File: src/rtl/systolic_result_serializer.sv
// systolic_result_serializer
//   Captures the N x N 32-bit result matrix from the systolic array when the
//   valid-result pulse arrives. It then drains the matrix as a valid/ready
//   stream in row-major order, one element per beat, with row/col tags and a
//   last flag.
//
//   Optional feature macro: SYSTOLIC_RESULT_SERIALIZER_DOUBLE_BUFFER_EN
//     This macro adds a pending matrix buffer, so that a second result can be
//     queued while the current one streams out.
//
// Ports
//   i_clk          clock
//   i_rst_n        synchronous active-low reset
//   i_c            result matrix, sampled only when i_validResult=1
//   i_validResult  single-cycle pulse marking i_c valid
//   i_clrOverflow  clears o_overflow (a new drop in the same cycle wins)
//   o_data         current element C[o_row][o_col]
//   o_row, o_col   element indices
//   o_valid        beat valid
//   i_ready        consumer accepts the beat
//   o_last         beat carries (N-1,N-1)
//   o_busy         streaming, or pending buffer occupied
//   o_overflow     sticky: a result pulse was dropped
module systolic_result_serializer #(
   parameter int N = 4
) (
   input  logic                          i_clk,
   input  logic                          i_rst_n,
   input  logic [N-1:0][N-1:0][31:0]     i_c,
   input  logic                          i_validResult,
   input  logic                          i_clrOverflow,
   output logic [31:0]                   o_data,
   output logic [$clog2(N)-1:0]          o_row,
   output logic [$clog2(N)-1:0]          o_col,
   output logic                          o_valid,
   input  logic                          i_ready,
   output logic                          o_last,
   output logic                          o_busy,
   output logic                          o_overflow
);

   localparam int IDX_W = $clog2(N);
   localparam logic [IDX_W-1:0] IDX_MAX = IDX_W'(N - 1);

   generate
      if (N < 3 || N > 256) begin : gen_bad_n
         $error("systolic_result_serializer: N must satisfy 2 < N < 257");
      end
   endgenerate

   typedef enum logic {IDLE, STREAM} state_t;

   state_t            state_reg;
   logic [IDX_W-1:0]  row_reg;
   logic [IDX_W-1:0]  col_reg;
   logic              ovf_reg;
   logic [31:0]       act_mem [N][N];

   logic xfer;
   logic last_pos;
   logic act_load;       // active buffer takes i_c
   logic drop;           // pulse cannot be stored anywhere

`ifdef SYSTOLIC_RESULT_SERIALIZER_DOUBLE_BUFFER_EN
   logic [31:0]       pend_mem [N][N];
   logic              pend_full_reg;
   logic              pend_load;       // pending buffer takes i_c
   logic              act_from_pend;   // pending buffer promoted to active
`endif

   assign xfer     = (state_reg == STREAM) && i_ready;
   assign last_pos = (row_reg == IDX_MAX) && (col_reg == IDX_MAX);

   always_comb begin
      act_load = 1'b0;
      drop     = 1'b0;
`ifdef SYSTOLIC_RESULT_SERIALIZER_DOUBLE_BUFFER_EN
      pend_load     = 1'b0;
      act_from_pend = 1'b0;
`endif
      if (state_reg == IDLE) begin
         act_load = i_validResult;
      end else if (xfer && last_pos) begin
         // The last beat frees the active buffer, so a pulse in this cycle
         // is never an overflow.
`ifdef SYSTOLIC_RESULT_SERIALIZER_DOUBLE_BUFFER_EN
         if (pend_full_reg) begin
            act_from_pend = 1'b1;
            pend_load     = i_validResult;
         end else begin
            act_load = i_validResult;
         end
`else
         act_load = i_validResult;
`endif
      end else if (i_validResult) begin
`ifdef SYSTOLIC_RESULT_SERIALIZER_DOUBLE_BUFFER_EN
         if (!pend_full_reg) pend_load = 1'b1;
         else                drop      = 1'b1;
`else
         drop = 1'b1;
`endif
      end
   end

   // Control FSM
   always_ff @(posedge i_clk) begin
      if (!i_rst_n) begin
         state_reg <= IDLE;
         row_reg   <= '0;
         col_reg   <= '0;
         ovf_reg   <= 1'b0;
`ifdef SYSTOLIC_RESULT_SERIALIZER_DOUBLE_BUFFER_EN
         pend_full_reg <= 1'b0;
`endif
      end else begin
         if (drop)               ovf_reg <= 1'b1;
         else if (i_clrOverflow) ovf_reg <= 1'b0;

`ifdef SYSTOLIC_RESULT_SERIALIZER_DOUBLE_BUFFER_EN
         if (pend_load)          pend_full_reg <= 1'b1;
         else if (act_from_pend) pend_full_reg <= 1'b0;
`endif

         case (state_reg)
            IDLE: begin
               if (act_load) begin
                  state_reg <= STREAM;
                  row_reg   <= '0;
                  col_reg   <= '0;
               end
            end
            STREAM: begin
               if (xfer) begin
                  if (last_pos) begin
                     row_reg <= '0;
                     col_reg <= '0;
`ifdef SYSTOLIC_RESULT_SERIALIZER_DOUBLE_BUFFER_EN
                     if (!(act_load || act_from_pend)) state_reg <= IDLE;
`else
                     if (!act_load) state_reg <= IDLE;
`endif
                  end else if (col_reg == IDX_MAX) begin
                     col_reg <= '0;
                     row_reg <= row_reg + 1'b1;
                  end else begin
                     col_reg <= col_reg + 1'b1;
                  end
               end
            end
            default: state_reg <= IDLE;
         endcase
      end
   end

   // Matrix storage; the whole matrix loads in one cycle.
   always_ff @(posedge i_clk) begin
      for (int i = 0; i < N; i++) begin
         for (int j = 0; j < N; j++) begin
            if (act_load) act_mem[i][j] <= i_c[i][j];
`ifdef SYSTOLIC_RESULT_SERIALIZER_DOUBLE_BUFFER_EN
            else if (act_from_pend) act_mem[i][j] <= pend_mem[i][j];
            if (pend_load) pend_mem[i][j] <= i_c[i][j];
`endif
         end
      end
   end

   assign o_valid    = (state_reg == STREAM);
   // Storage is not reset, so gate the mux to keep o_data at zero when idle.
   assign o_data     = o_valid ? act_mem[row_reg][col_reg] : 32'd0;
   assign o_row      = row_reg;
   assign o_col      = col_reg;
   assign o_last     = o_valid && last_pos;
   assign o_overflow = ovf_reg;
`ifdef SYSTOLIC_RESULT_SERIALIZER_DOUBLE_BUFFER_EN
   assign o_busy     = o_valid || pend_full_reg;
`else
   assign o_busy     = o_valid;
`endif

endmodule
File: config.mk
export PLATFORM = sky130hd
export DESIGN_NAME = systolic_result_serializer
export DESIGN_NICKNAME = d
export VERILOG_FILES = /design/src/rtl/systolic_result_serializer.sv
export SDC_FILE = /design/constraint.sdc
export NUM_CORES = 1
export LEC_CHECK = 0
export ABC_AREA = 1
export ABC_CLOCK_PERIOD_IN_PS = 34600
export CAP_MARGIN = 20
export CORE_MARGIN = 5
export CORE_UTILIZATION = 49
export DETAILED_ROUTE_END_ITERATION = 7
export HOLD_SLACK_MARGIN = 0.08
export PLACE_DENSITY = 0.8
export SKIP_LAST_GASP = 1
export SYNTH_ARGS = -nofsm -noshare
export SYNTH_HDL_FRONTEND = slang
export SYNTH_SLANG_ARGS = --single-unit
File: constraint.sdc
create_clock -name i_clk -period 34.6 [get_ports i_clk]
set_clock_uncertainty 0.15 [all_clocks]
set_input_delay 6.92 -clock i_clk [delete_from_list [all_inputs] [get_ports i_clk]]
set_output_delay 6.92 -clock i_clk [all_outputs]
set_load 0.005 [all_outputs]
==> key figures <==
Placement
  – Cell count after placement: 3093
  – I/O Buffers: between 500 and 600
  – GPL Wtd Cong: 0.878
  – DP HPWL: roughly 46000 µm

STA
  – Final Setup Violations: 0
  – Slew Viols, Final: 0
  – Slew margin rel.: 21.6%
  – Final period util: approximately 34%
  – Setup TNS: 0 ps
  – Slew @ Worst Pin: 1180 ps
  – F_max: 0.0858 GHz
  – Final hold vios: 0
  – RSZ-0062 raised after global routing: no
  – Hold Slack: 338 ps
  – Final min period: roughly 12000 ps

Pwr
  – Lkg Pwr: around 12 nW
  – Power density over cell area: 50.1 mW/mm²
  – Tot Pwr: 1.48 mW
  – Maximum VDD drop: 39.0 µV

Logic synthesis
  – Post-synth cell types: 18
  – Cell taking the most area after synthesis: edfxtp_1
  – Synth area leaders: edfxtp_1 (70%), nand2_1 (13%), nand3_1 (7.3%), inv_1 (4.5%), buf_6 (1.5%)
  – Synthesized area: 0.0220 mm²
  – Post-synth top area share: 69.8%
  – Post-Syn Nets: about 2600
  – Warnings, synthesis: 0
  – Sequential share of the synthesized area: 70.5%
  – Yosys reg bits: 520
  – Synth Area per Inst: 10.8 µm²
  – Post-synthesis cell count: 2042

Detailed routing
  – Vias per cell: 5.28
  – Residual DRC: 0
  – First-pass DRT Iterations: 6
  – Routed via count: between 15000 and 20000
  – Post-route ant nets: 0
  – Initial drt markers: 2228
  – Final WL: approximately 68000 µm
  – Wire per inst: 21.2 µm

Global routing
  – Busiest grt layer: met2
  – GR met2 Demand/Resource: between 40% and 50%
  – Initial antenna violation count: 18
  – Overflow after GRT: 0
  – Vias in the first global route: 17000
  – Total track usage: 26.4%
  – Met3 GRT Util: 5.79%
  – Met1 Resource Use GR: about 34%
  – First-pass GRT wire length: 99900 µm
  – Maximum number of pins on one net before global-route repair: just under 200

Floorplan
  – Width of the chip: 222 µm
  – Die H: 222 µm
  – Site row count: 77
  – Core area: 0.0443 mm²
  – Die ar.: around 0.049 mm²
  – I/O pin count: between 500 and 600
  – Initial Utilization: 49.7%

Setup path
  – Cell Chain, Critical Path: buf_4 > buf_4 > nand2_1 > nand2_1 > nand2_1 > nand3_1 > nand3_1 > a21oi_1 > clkdlybuf4s50_1
  – Setup slack, reg-to-reg: 29130 ps
  – Buf+Inv Stages, Crit Path: 3
  – Worst Setup EP: o_data[27]
  – CP startpoint kind: flop
  – Critical path's largest stage delay: around 850 ps
  – FF-to-FF Start: o_col[1]
  – Critical path required time: 27530 ps
  – CP max-delay cell: dfxtp_4
  – CP arrival: 4580 ps
  – CP Capture Type: output pin
  – Worst path depth: 9
  – CP delay by family, top: buffers and inverters
  – Reg2reg path depth: 8
  – Crit Path Category: flop to output pin
  – Max FO, Critical Path: 84
  – Worst r2r dst: act_mem[0][100]
  – Top cell by count, worst path: nand2_1

Clock network
  – Clock-pin transition on the worst setup and hold timing paths: roughly 60 ps
  – Clock root buffer master: clkbuf_16
  – Clk_lat worst skew: 580 ps
  – CTS tree: built
  – Post-cts resize count: 0
  – Buffers inserted by post-CTS timing repair: 0
  – H-Tree Depth: 2
  – Maximum clock path buffer count: 3
  – TritonCTS Buffers: 54
  – Hold_buf cts: 0
  – # clock sinks: 520

Layout
  – Most frequent cells in the layout: nand2_1 (775), clkdlybuf4s50_1 (556), edfxtp_1 (512), nand3_1 (321), inv_1 (263)
  – Final Net Count: ~3100
  – Area added between synthesis and finish: 34.0%
  – Proportion of layout cells with a drive suffix above 1: approximately 4%
  – Commonest non-fill, non-tap cell in the layout: nand2_1
  – Fin cells: ~3200

Status
  – Run status: completed

Job
  – Max Cap Viol: 0

Worst hold path
  – Hold Path Class: flop to flop
## cells in the mapped netlist
library cell / count
buf_12: 1
buf_6: 29
buf_2: 42
dfxtp_1: 8
nor2_1: 4
a21oi_1: 37
clkbuf_1: 24
o211a_1: 2
inv_1: 266
edfxtp_1: 512
inv_4: 1
buf_4: 5
nand2_1: 775
ha_1: 2
nand3_1: 321
o21ai_0: 3
clkinv_1: 1
buf_1: 9
## how the worst min path moves through the flow
stage                           from    endpoint  slack [ps]  cells after the start
final                     o_overflow  o_overflow         340                      2
after CTS                 o_overflow  o_overflow         340                      2
after global placement    o_overflow  o_overflow         310                      2
after global routing      o_overflow  o_overflow         380                      2
after floorplan           o_overflow  o_overflow         310                      2
after detailed placement  o_overflow  o_overflow         310                      2
## layer usage
layer | up-vias | share of wire (%)
met4 | 4 | 4.4
met5 | - | 0.035
li1 | 7742 | -
met3 | 174 | 10
met2 | 1045 | 48
met1 | 7994 | 37
## stage by stage
| step | cell area (µm²) | utilization (%) | worst slack [ps] |
|---|---|---|---|
| 3_3_place_gp | 27800 | 62.6 | 23440 |
| 2_1_floorplan | 22000 | - | 4660 |
| 4_1_cts | 29500 | 66.5 | 22980 |
| 5_1_grt | 29500 | 66.6 | 22770 |
| 3_5_place_dp | 27800 | 62.6 | 23290 |
| 6_report | 29500 | 66.6 | 22950 |
## tightest hold or removal path, cell delays in order, from the launching register on
cell and delay (ps):
dfxtp_1 320, nand2_1 70, a21oi_1 60
## power by group
part	total, mW	internal (mW)	switching (mW)
Combinational	0.167	0.0812	0.0855
Clock	0.565	0.323	0.242
Sequential	0.749	0.735	0.0143
## registers in the layout, summed over array words and instances, names as in the netlist, named ones only
name / cells
o_row: 2
o_overflow: 1
o_col: 2
o_busy: 1
act_mem: 512
## logic make-up (layout without fill, tap and decap cells)
kind of cell / after synthesis / count (layout) / synth area share, %
AND/OR/NAND/NOR: 1100 / 1100 / 20.6
AO/OA/AOI/OAI: 42 / 42 / 0.999
other: 0 / 17 / 0
adder cells (fa/ha/maj): 2 / 2 / 0.114
buffers and inverters: 378 / 937 / 7.84
flip-flops: 520 / 520 / 70.5
## cell type report
class | count | area [µm²]
inverters | 268 | 1020
repair buffers | 569 | 5680
diodes | 17 | 42.5
fillers | 3136 | 14800
multi-input cells | 1144 | 4780
flip-flops and latches | 520 | 15500
clock inverters | 38 | 304
well taps | 592 | 741
clock buffers | 62 | 1410
Power figures use the tool's default switching activity.
==> RTL edit: new RTL, same settings <==
Reset style: asynchronous (`i_rst_n`), changed in one clocked block. Comments in the files are not updated.
--- a/src/rtl/systolic_result_serializer.sv
+++ b/src/rtl/systolic_result_serializer.sv
@@ -104,7 +104,7 @@
    end
 
    // Control FSM
-   always_ff @(posedge i_clk) begin
+   always_ff @(posedge i_clk or negedge i_rst_n) begin
       if (!i_rst_n) begin
          state_reg <= IDLE;
          row_reg   <= '0;
Function: differs if i_rst_n is asserted again (counterexample within 4 cycles, from zero or initial values and one cycle with i_rst_n low); with i_rst_n held inactive, the same outputs for 4 cycles.
==> RTL edit against the unedited design <==
- sequential cell count is 2 lower
- setup slack worse by 0.0020 ns
- wire length is 1.0% higher
- design area is 0.29% lower
- synthesized area is 0.52% lower
- sequential share of layout area is 0.12 points higher
Power is not compared: it rests on default switching activity, and its combinational part moved more than twofold at a synthesized area within 25%.
==> RTL edit: results (changes against the unedited design) <==
| Metric | Value |
|---|---|
| CTS Buf Count | `54 (unchanged)` |
| Drt initial violations | `2276 (+2.2%)` |
| Cells after DPL | `3086 (-0.23%)` |
| Post-synthesis compound-gate area fraction | `0.00873 (-0.00126)` |
| Via density | `5.31 (+0.42%)` |
| Reg2reg setup slack | `29.73 ns (+0.60 ns)` |
| R2r endpoint | `act_mem[2][24]$_DFFE_PP_` |
| Post-synthesis mux area share | `0 (unchanged)` |
| Relative slew slack | `0.177 (-0.0396)` |
| GRT Util Overall | `0.270 (+0.00610)` |
| Pin count of the biggest net entering global routing | `204 (+4.1%)` |
| Worst Hold Path EP | `o_overflow$_DFFE_PN0P_` |
| Post-synthesis cell type count | `19 (+1)` |
| Layout cell share with drive strength beyond 1 | `0.0386 (-0.00220)` |
| Initial antenna violation count | `16 (-2)` |
| Synth area leaders | `edfxtp_1, nand2_1, nand3_1` |
| Asr flop ratio synth | `0.0116 (+0.0116)` |
| Fraction of the mapped netlist area in adder cells | `0.00114 (+0.00000590)` |
| Vias in the first global route | `16900 (-0.81%)` |
| Placed inst area | `27800 um2 (about the same)` |
| FF-to-FF Start | `o_row[0]$_DFFE_PN0P_` |
| Hold path startpoint | `o_overflow$_DFFE_PN0P_` |
| Dpl hpwl | `47000 um (+2.7%)` |
| Synth Net Count | `2553 (-0.31%)` |
| Cell Count, Final, Fillers Out | `3201 (-0.28%)` |
| Final hold slack | `0.470 ns (+0.133 ns)` |
| Synth Area per Inst | `10.8 um2 (-0.13%)` |
| Critical path peak fanout | `71 (-15%)` |
| Status | `complete, no violations` |
| Pre-antenna DRT Iters | `6 (unchanged)` |
| Wirelength per Cell | `21.4 um (+1.3%)` |
| Post-synth top cells | `nand2_1, edfxtp_1, nand3_1, inv_1, buf_2` |
| First-pass GRT wire length | `101000 um (+1.1%)` |
| Routability Congestion | `0.907 (+3.3%)` |
| Register area share after synthesis | `0.708 (+0.00320)` |
## RTL edit: cell count changes after synthesis, sizes merged, moves of 3 or more
cell	change
buf	+10
a21oi	-4
nand3	+3
dfrtp	+6
clkbuf	-11
dfxtp	-8
## RTL edit: worst max-delay path: stages, from the launching register on
cell             delay (ns)
dfrtp_4                0.75
inv_4                  0.77
buf_4                  0.73
nand3_1                0.15
nand3_1                0.12
nand3_1                0.30
a21oi_1                0.43
clkdlybuf4s50_1        0.58
## RTL edit: logic make-up after synthesis
| logic type | Yosys count |
|---|---|
| AO/OA/AOI/OAI | 38 |
| flip-flops | 518 |
| AND/OR/NAND/NOR | 1101 |
| adder cells (fa/ha/maj) | 2 |
| buffers and inverters | 375 |
## RTL edit: area by class of cell
cell class,count,area (um2)
sequential,518,15500
clock buffer,71,1420
timing repair buffer,569,5700
fill,3168,14800
multi-input combinational,1141,4790
inverter,266,1010
tap,592,741
clock inverter,29,209
antenna,15,37.5
## RTL edit: per-stage QoR
step | utilization | setup WS (ns)
after floorplan | - | 4.62
after global placement | 0.628 | 23.49
after detailed placement | 0.628 | 23.60
after CTS | 0.665 | 22.97
after global routing | 0.666 | 22.82
final | 0.666 | 22.95
## RTL edit: routing by layer
metal,vias up,global-route usage,share of wire
li1,7723,-,-
met1,8053,0.353,0.37
met2,1029,0.447,0.49
met3,173,0.0569,0.10
met4,4,0.111,0.041
met5,-,0,0.00045
## RTL edit: worst max path at each step
stage | from | endpoint | slack (ns)
finish | o_row[1]$_DFFE_PN0P_ | o_data[6] | 22.95
global route | o_row[1]$_DFFE_PN0P_ | o_data[6] | 22.82
CTS | o_row[1]$_DFFE_PN0P_ | o_data[6] | 22.97
detailed placement | o_row[1]$_DFFE_PN0P_ | o_data[6] | 23.60
global placement | i_ready | act_mem[1][91]$_DFFE_PP_ | 23.49
floorplan | i_ready | act_mem[0][0]$_DFFE_PP_ | 4.62
## RTL edit: power groups by stage
stage	registers (mW)	logic [mW]	clock network, mW
floorplan	0.763	0.401	0
global placement	0.768	0.669	0
detailed placement	0.769	0.684	0
CTS	0.756	0.689	0.548
global route	0.758	0.747	0.577
finish	0.755	0.690	0.540
